`src/rtl/eth_framer.sv`:
```
// RMII Ethernet II transmitter: preamble/SFD, fixed header, streamed payload, zero padding,
// CRC32 FCS and a counted inter-frame gap, with cancel/underrun abort handling.
`timescale 1ns/1ps
module eth_framer #(
  parameter logic [47:0] DEST_MAC          = 48'hFFFF_FFFF_FFFF,
  parameter logic [47:0] SRC_MAC           = 48'h6969_5A06_5491,
  parameter logic [15:0] ETHERTYPE         = 16'hABCD,
  parameter int unsigned MAX_PAYLOAD_BYTES = 1500,
  parameter int unsigned IFG_DIBITS        = 48,
  parameter logic [7:0]  PAD_BYTE          = 8'h00
) (
  input  logic       clk,
  input  logic       rst,
  input  logic       cancelled,
  input  logic       axiiv,
  input  logic [1:0] axiid,
  input  logic       axiilast,
  output logic       axior,
  output logic       phy_txen,
  output logic [1:0] phy_txd,
  output logic       frame_done,
  output logic       aborted
);

  localparam int unsigned MAX_DIBITS = MAX_PAYLOAD_BYTES * 4;
  localparam int CNT_W = $clog2(MAX_DIBITS + 1);
  localparam int IFG_W = $clog2(IFG_DIBITS + 1);

  localparam logic [CNT_W-1:0] MAX_CNT  = CNT_W'(MAX_DIBITS);
  localparam logic [CNT_W-1:0] MIN_CNT  = CNT_W'(46 * 4);
  localparam logic [CNT_W-1:0] PRE_LAST = CNT_W'(31);
  localparam logic [CNT_W-1:0] HDR_LAST = CNT_W'(55);
  localparam logic [CNT_W-1:0] FCS_LAST = CNT_W'(15);
  // The idle cycle spent in IDLE before PREAMBLE completes the gap, hence the -2.
  localparam logic [IFG_W-1:0] IFG_LAST = IFG_W'(IFG_DIBITS - 2);

  localparam logic [111:0] HEADER   = {DEST_MAC, SRC_MAC, ETHERTYPE};
  localparam logic [31:0]  CRC_POLY = 32'hEDB8_8320;

  typedef enum logic [2:0] {
    S_IDLE, S_PREAMBLE, S_HEADER, S_DATA, S_PAD, S_FCS, S_IFG
  } state_e;

  state_e             state_q, state_d;
  logic [CNT_W-1:0]   cnt_q, cnt_d, cnt_inc;
  logic [IFG_W-1:0]   ifg_q, ifg_d;
  logic [31:0]        crc_q, crc_d;
  logic               txen_q, txen_d;
  logic [1:0]         txd_q, txd_d;
  logic               done_q, done_d;
  logic               abort_q, abort_d;
  logic [6:0]         hdr_lsb;
  logic               byte_end;
  logic               abandon;

  function automatic logic [31:0] crc_dibit(input logic [31:0] crc, input logic [1:0] d);
    logic [31:0] c;
    c = crc;
    for (int i = 0; i < 2; i++) begin
      c = (c[0] ^ d[i]) ? ((c >> 1) ^ CRC_POLY) : (c >> 1);
    end
    return c;
  endfunction

  assign cnt_inc  = cnt_q + 1'b1;
  assign byte_end = (cnt_inc[1:0] == 2'b00);
  // Header bytes go out MSB byte first, each byte low dibit first.
  assign hdr_lsb  = 7'd104 - {cnt_q[5:2], 3'b000} + {4'b0000, cnt_q[1:0], 1'b0};

  assign abandon = (cancelled && (state_q inside {S_PREAMBLE, S_HEADER, S_DATA, S_PAD}))
                 || (cancelled && state_q == S_FCS && cnt_q != FCS_LAST)
                 || (state_q == S_DATA && !axiiv);

  assign axior      = (state_q == S_DATA);
  assign phy_txen   = txen_q;
  assign phy_txd    = txd_q;
  assign frame_done = done_q;
  assign aborted    = abort_q;

  always_comb begin
    // NOTE: every variable gets a default before the case so no path can infer a latch.
    state_d = state_q;
    cnt_d   = cnt_q;
    ifg_d   = ifg_q;
    crc_d   = crc_q;
    txen_d  = 1'b0;
    txd_d   = 2'b00;
    done_d  = 1'b0;
    abort_d = 1'b0;

    unique case (state_q)
      S_IDLE: begin
        if (axiiv && !cancelled) begin
          state_d = S_PREAMBLE;
          cnt_d   = '0;
          crc_d   = '1;
        end
      end
      S_PREAMBLE: begin
        txen_d = 1'b1;
        txd_d  = (cnt_q == PRE_LAST) ? 2'b11 : 2'b01;
        cnt_d  = cnt_inc;
        if (cnt_q == PRE_LAST) begin
          state_d = S_HEADER;
          cnt_d   = '0;
        end
      end
      S_HEADER: begin
        txen_d = 1'b1;
        txd_d  = HEADER[hdr_lsb +: 2];
        crc_d  = crc_dibit(crc_q, txd_d);
        cnt_d  = cnt_inc;
        if (cnt_q == HDR_LAST) begin
          state_d = S_DATA;
          cnt_d   = '0;
        end
      end
      S_DATA: begin
        txen_d = 1'b1;
        txd_d  = axiid;
        crc_d  = crc_dibit(crc_q, txd_d);
        cnt_d  = cnt_inc;
        if (cnt_inc == MAX_CNT || (axiilast && cnt_inc >= MIN_CNT && byte_end)) begin
          state_d = S_FCS;
          cnt_d   = '0;
        end else if (axiilast) begin
          state_d = S_PAD;
        end
      end
      S_PAD: begin
        txen_d = 1'b1;
        txd_d  = PAD_BYTE[{cnt_q[1:0], 1'b0} +: 2];
        crc_d  = crc_dibit(crc_q, txd_d);
        cnt_d  = cnt_inc;
        if (cnt_inc >= MIN_CNT && byte_end) begin
          state_d = S_FCS;
          cnt_d   = '0;
        end
      end
      S_FCS: begin
        txen_d = 1'b1;
        txd_d  = ~crc_q[{cnt_q[3:0], 1'b0} +: 2];
        cnt_d  = cnt_inc;
        if (cnt_q == FCS_LAST) begin
          done_d  = 1'b1;
          state_d = S_IFG;
          ifg_d   = '0;
        end
      end
      S_IFG: begin
        ifg_d = ifg_q + 1'b1;
        if (ifg_q == IFG_LAST) state_d = S_IDLE;
      end
      default: state_d = S_IDLE;
    endcase

    // The abort cycle itself drives idle, so the gap counter starts one ahead.
    if (abandon) begin
      state_d = S_IFG;
      ifg_d   = IFG_W'(1);
      cnt_d   = cnt_q;
      crc_d   = crc_q;
      txen_d  = 1'b0;
      txd_d   = 2'b00;
      abort_d = 1'b1;
    end
  end

  always_ff @(posedge clk) begin
    // NOTE: state registers use non-blocking assignment so all flops update from pre-edge values.
    if (rst) begin
      state_q <= S_IDLE;
      cnt_q   <= '0;
      ifg_q   <= '0;
      crc_q   <= '1;
      txen_q  <= 1'b0;
      txd_q   <= 2'b00;
      done_q  <= 1'b0;
      abort_q <= 1'b0;
    end else begin
      state_q <= state_d;
      cnt_q   <= cnt_d;
      ifg_q   <= ifg_d;
      crc_q   <= crc_d;
      txen_q  <= txen_d;
      txd_q   <= txd_d;
      done_q  <= done_d;
      abort_q <= abort_d;
    end
  end

endmodule

```
`config.mk`:
```
export PLATFORM = sky130hd
export DESIGN_NAME = eth_framer
export DESIGN_NICKNAME = d
export VERILOG_FILES = /design/src/rtl/eth_framer.sv
export SDC_FILE = /design/constraint.sdc
export NUM_CORES = 1
export LEC_CHECK = 0
export CORE_ASPECT_RATIO = 1.25
export CORE_MARGIN = 2
export CORE_UTILIZATION = 64
export CTS_BUF_LIST = sky130_fd_sc_hd__clkbuf_8
export CTS_CLUSTER_DIAMETER = 40
export DETAILED_ROUTE_END_ITERATION = 12
export PLACE_DENSITY = 0.83
export SETUP_SLACK_MARGIN = 0.15
export SLEW_MARGIN = 40
export SYNTH_ARGS = -nofsm -noshare
export SYNTH_HDL_FRONTEND = slang
export SYNTH_SLANG_ARGS = --single-unit
```
`constraint.sdc`:
```
create_clock -name clk -period 3.7 [get_ports clk]
set_input_delay 0.925 -clock clk [delete_from_list [all_inputs] [get_ports clk]]
set_output_delay 0.925 -clock clk [all_outputs]
set_load 0.05 [all_outputs]
```
Word-level counts from Yosys, hierarchy flattened
Index checks and enable logic that the tools add are counted.
Storage, ports and cells
  register bits after elaboration: 59
  input bits: 7
  output and inout port bits: 6
  word-level logic and storage cells: 118
Operators by class
  add/sub/neg operators: 4
  $lt $le $gt $ge: 1
  eq/ne operators: 26
  shift-type cells: 3
  multiplexer cells: 32
  bitwise operators: 13
  reduce and logical (&&, ||, !) cells: 29
Operators with widths (number)
  32-bit two-way mux: 7
  32-bit case mux with 4 select lines: 1
  112-bit by 8-bit variable part select with 2-bit output (first input constant): 1
  13-bit case mux with 6 select lines: 1
  13-bit two-way mux: 5
  13-bit NOT with 14-bit output: 4
  32-bit by 6-bit variable part select with 2-bit output: 1
  3-bit two-way mux: 9
  3-bit case mux with 7 select lines: 1
  3-bit by 2-bit inequality test with 1-bit output (second input constant): 5
  7-bit AND reduction: 2
  13-bit by 1-bit adder with 13-bit output (second input constant): 1
  13-bit equality test (second input constant): 1
  13-bit by 4-bit equality test with 1-bit output (second input constant): 1
  13-bit by 5-bit equality test with 1-bit output (second input constant): 1
  13-bit by 6-bit equality test with 1-bit output (second input constant): 1
  13-bit by 8-bit >= comparator with 1-bit output (second input constant): 1
  13-bit by 4-bit inequality test with 1-bit output (second input constant): 1
  6-bit case mux with 2 select lines: 1
  2-bit case mux with 5 select lines: 1
  3-bit equality test (second input constant): 3
  1-bit logical AND: 8
  2-bit by 1-bit inequality test with 1-bit output (second input constant): 4
  4-bit nonzero test: 2
  other kinds (27): 45

Depth between registers and ports, before layout
  word-level depth: 8
  depth in mapped cells: 12

Least setup slack after synthesis
Ideal clock, no wire load.
  kind: flip-flop to flip-flop
  start: register cnt_q[1]
  end: register crc_q[19]
  arrival: 2601 ps
  path slack: 962 ps
  stages on the path, launching flop included: 11
  buffers on the path: 1
  period minus slack after synthesis: 2738 ps
  path through: dfxtp_1 -> clkbuf_1 -> inv_1 -> ha_1 -> mux2_4 -> a221oi_2 -> a31o_1 -> xor2_1 -> xnor2_1 -> a2111oi_4 -> a211oi_1
On the way
  longest elaborated chain between the ends: 7
Ends and longest elaborated chain
  start: declaration: RTL line 45  | logic [CNT_W-1:0] cnt_q, cnt_d, cnt_inc;
  start signal: assignment: RTL line 182  | cnt_q <= cnt_d;
  7-bit by 3-bit adder with 7-bit output: RTL line 68  | assign hdr_lsb = 7'd104 - {cnt_q[5:2], 3'b000} + {4'b0000, cnt_q[1:0], 1'b0};
  112-bit by 8-bit variable part select with 2-bit output: RTL line 110  | txd_d = HEADER[hdr_lsb +: 2];
  1-bit XOR: RTL line 60  | c = (c[0] ^ d[i]) ? ((c >> 1) ^ CRC_POLY) : (c >> 1);
  32-bit two-way mux: RTL line 60
  13-bit NOT with 14-bit output (no line)
  32-bit two-way mux: RTL line 60
  32-bit case mux with 4 select lines: RTL line 91  | unique case (state_q)
  end signal: assignment: RTL line 184  | crc_q <= crc_d;
  end: declaration: RTL line 47  | logic [31:0] crc_q, crc_d;
Parallel ways exist; a longest one is shown, timed or not.
A chain may end at the register's enable or synchronous reset.

Worst setup path in the final report
  start: register cnt_q[1]
  end: register cnt_q[6]
On the way
  longest elaborated chain between the ends: 7
Ends and longest elaborated chain
  13-bit by 1-bit adder with 13-bit output: RTL line 65  | assign cnt_inc = cnt_q + 1'b1;
  13-bit by 8-bit >= comparator with 1-bit output: RTL line 123, 135
  1-bit logical AND (2 in series): RTL line 123  | if (cnt_inc == MAX_CNT || (axiilast && cnt_inc >= MIN_CNT && byte_end)) begin
  1-bit logical OR: RTL line 123
  13-bit two-way mux: RTL line 123
  13-bit case mux with 6 select lines: RTL line 91
Parallel ways exist; a longest one is shown, timed or not.

==> metrics.yaml <==
outcome:
  outcome: "finished, final reports clean"
logic_synthesis:
  syn_area_per_cell_sq_um: 8.41
  synth_fa_ha_area_share_pct: 2.79
  synth_top_area_share_pct: 29.3
  syn_nets: 496
  synth_top_area_cell: "dfxtp_1"
  synthArstFlopShare_pct: 0
  synth_area_leaders: "dfxtp_1 29%, mux4_2 5.6%, nor2_1 5.2%, xnor2_1 4.1%, nand2_1 3.6%"
  syn_area_sq_um: 4040
  ys.warnings.count: 0
  synth-compound-area-share_pct: 25.0
  synth_xor_xnor_area_share_pct: 4.77
  ys_seq_area_share_pct: 29.3
  synthFlopType: "dfxtp_1"
  ys_seq_elements: 59
  synth_edf_count: 0
  ys_types: 72
  synth_cells: 480
  synth-simple-area-share_pct: 23.8
  synthMuxAreaShare_pct: 9.17
  synth_top_family_by_area: "compound AO/OA/AOI/OAI gates"
global_routing:
  grt_use_total_pct: 33.3
  use_met2_pct: 52.7
  grt_pass1_vias: 3728
  grt.busiest_layer: "met2"
  antenna_found_initial: 0
  grt_util_met3_pct: 7.62
  use_met1_pct: 40.8
  grt_max_degree: 29
  grt_pass1_wl_um: 17700
  grt_overflow: 0
timing:
  hold_viol: 0
  setup_viol: 0
  fin_crit_sh_pct: 88.3
  tightest_slew_ns: 0.746
  setup_slack_ns: 0.435
  max_freq_mhz: 306
  slew_headroom_pct: 49.9
  setup-tns-final_ns: 0
  rsz0062_at_grt: "false"
  post-route-min-period_ns: 3.27
  drv_slew: 0
  finClkSkew_ns: 0.00696
setup_path:
  cp-start-kind: "flop"
  cp.required_ns: 3.93
  endpoint_kind: "flop"
  r2r_end: "cnt_q[6]"
  criticalPathCategory: "reg2reg"
  reg2reg_from: "cnt_q[1]"
  reg2regPathDepth: 8
  critPathArrivalTime_ns: 3.49
  rrSetupSlack_ns: 0.43
  crit_start: "cnt_q[1]"
  cp-endpoint: "cnt_q[6]"
  cp_max_fo: 12
power:
  irDropWorstVdd_mv: 0.349
  p_per_area_nw_per_um2: 551
  p_leak_nw: 1.54
hold_path:
  min_path_type: "reg2reg"
detailed_routing:
  avgViaCountPerCell: 6.66
  drc: 0
  wl_um: 10900
  via_count: 3855
  drtIter0Drc: 395
  first_pass_iters: 5
  antenna_left: 0
  wl_per_cell_um: 18.8
placement:
  globalplace.congestion: 0.982
  dp_hpwl_um: 7630
  place_area_sq_um: 4260
  place_ws_ns: 0.383
  io_buffer_count: 12
die:
  core_sq_um: 6130
  num_rows: 32
  die_h_um: 92.8
  fp.dieW_um: 75.0
  die_area_sq_um: 6960
  ios: 13
  start_util_pct: 65.9
layout:
  stdcell_area_sq_um: 4440
  nFillCells: 476
  nets: 505
  area_growth_pct: 9.95
  diodes: 0
  drive_gt1_share_pct: 15.2
cts:
  clk_pin_slew_worst_paths_ns: 0.07
  cts_tree: "yes"
  h-tree-depth: 3
  cts-buffers-inserted: 9
  clock_sinks: 59
  clock_latency_ns: 0.36
  cts_root_buf: "clkbuf_8"
  cts-resized-gates: 0
  clock_path_buffers: 2
  holdBufCountCts: 0
  postCtsSetupBuffers: 0
run:
  cap_violations: 0
-- flip-flops by register name (all words and copies together) (netlist names) --
signal and cells:
crc_q 32, cnt_q 13, ifg_q 6, state_q 3, phy_txd 2, aborted 1
frame_done 1, phy_txen 1
-- power by group --
part | internal (mW) | switching [mW] | total (mW) | leakage, nW
Combinational | 0.401 | 0.692 | 1.09 | 0.976
Clock | 0.259 | 0.277 | 0.536 | 0.0843
Sequential | 0.731 | 0.0877 | 0.819 | 0.480
-- per-layer routing --
layer,up-vias,wire length [um]
met2,188,5340
met3,54,731
met4,0,518
met1,1827,4290
met5,-,0
li1,1786,-
-- how the worst min path moves through the flow --
stage	startpoint	end	slack (ns)	cells after the start
6_report	ifg_q[5]	ifg_q[5]	0.50	2
3_3_place_gp	ifg_q[5]	ifg_q[5]	0.47	2
5_1_grt	crc_q[31]	crc_q[29]	0.52	1
2_1_floorplan	ifg_q[5]	ifg_q[5]	0.45	2
4_1_cts	ifg_q[5]	ifg_q[5]	0.49	2
3_5_place_dp	ifg_q[5]	ifg_q[5]	0.48	2
-- cell families after synthesis --
kind of cell	count (synthesis)
and+or+nand+nor	187
AOI/OAI and AO/OA	132
DFF	59
buffers and inverters	47
muxes	24
xor gates and xnor gates	22
adders and majority gates	9
-- worst max-delay path, stage by stage (launching register included) --
cell       delay (ns)
dfxtp_1          0.69
ha_1             0.37
nand2_1          0.15
or4_1            0.56
a2111oi_2        0.51
nand2b_2         0.30
o211ai_4         0.16
o21ai_2          0.25
o32ai_1          0.13
-- cell type report --
| type | instances | area [sq um] | share of cell area, % |
|---|---|---|---|
| multi-input cells | 374 | 2670 | 60.0 |
| flip-flops and latches | 59 | 1180 | 26.6 |
| repair buffers | 29 | 248 | 5.58 |
| clock buffers | 10 | 138 | 3.10 |
| well taps | 85 | 106 | 2.40 |
| inverters | 16 | 60.1 | 1.35 |
| clock inverters | 6 | 41.3 | 0.930 |
-- per-stage QoR --
stage	power [mW]	utilization, %	std cells	hold slack, ns
3_3_place_gp	1.86	69.5	563	0.465
5_1_grt	2.58	72.5	579	0.520
4_1_cts	2.43	72.5	579	0.488
6_report	2.45	72.5	579	0.497
3_5_place_dp	1.90	69.5	563	0.479
2_1_floorplan	1.61	-	480	0.452
-- synthesized netlist by cell type (all sizes together) (6+ instances only) --
cell type and count:
o31ai 8, nand2 41, a21oi 20, xnor2 19
o22ai 6, buf 14, clkbuf 17, nor2 57
nor3 22, and3 8, a211oi 9, inv 16
nand3 20, o21ai 34, mux4 10, nand2b 6
ha 9, dfxtp 59, mux2i 13, o211ai 15
-- cell usage in the layout, fill, tap and decap left out, types with 12 or more instances in the layout --
| master | n |
|---|---|
| clkdlybuf4s50_1 | 12 |
| mux2i_1 | 13 |
| nor3_1 | 20 |
| o211ai_1 | 13 |
| inv_1 | 14 |
| nor2_1 | 55 |
| o21ai_0 | 29 |
| a21oi_1 | 20 |
| buf_4 | 17 |
| nand3_1 | 19 |
| nand2_1 | 39 |
| dfxtp_1 | 59 |
| xnor2_1 | 19 |
No activity file was read; power rests on OpenSTA's default activity.
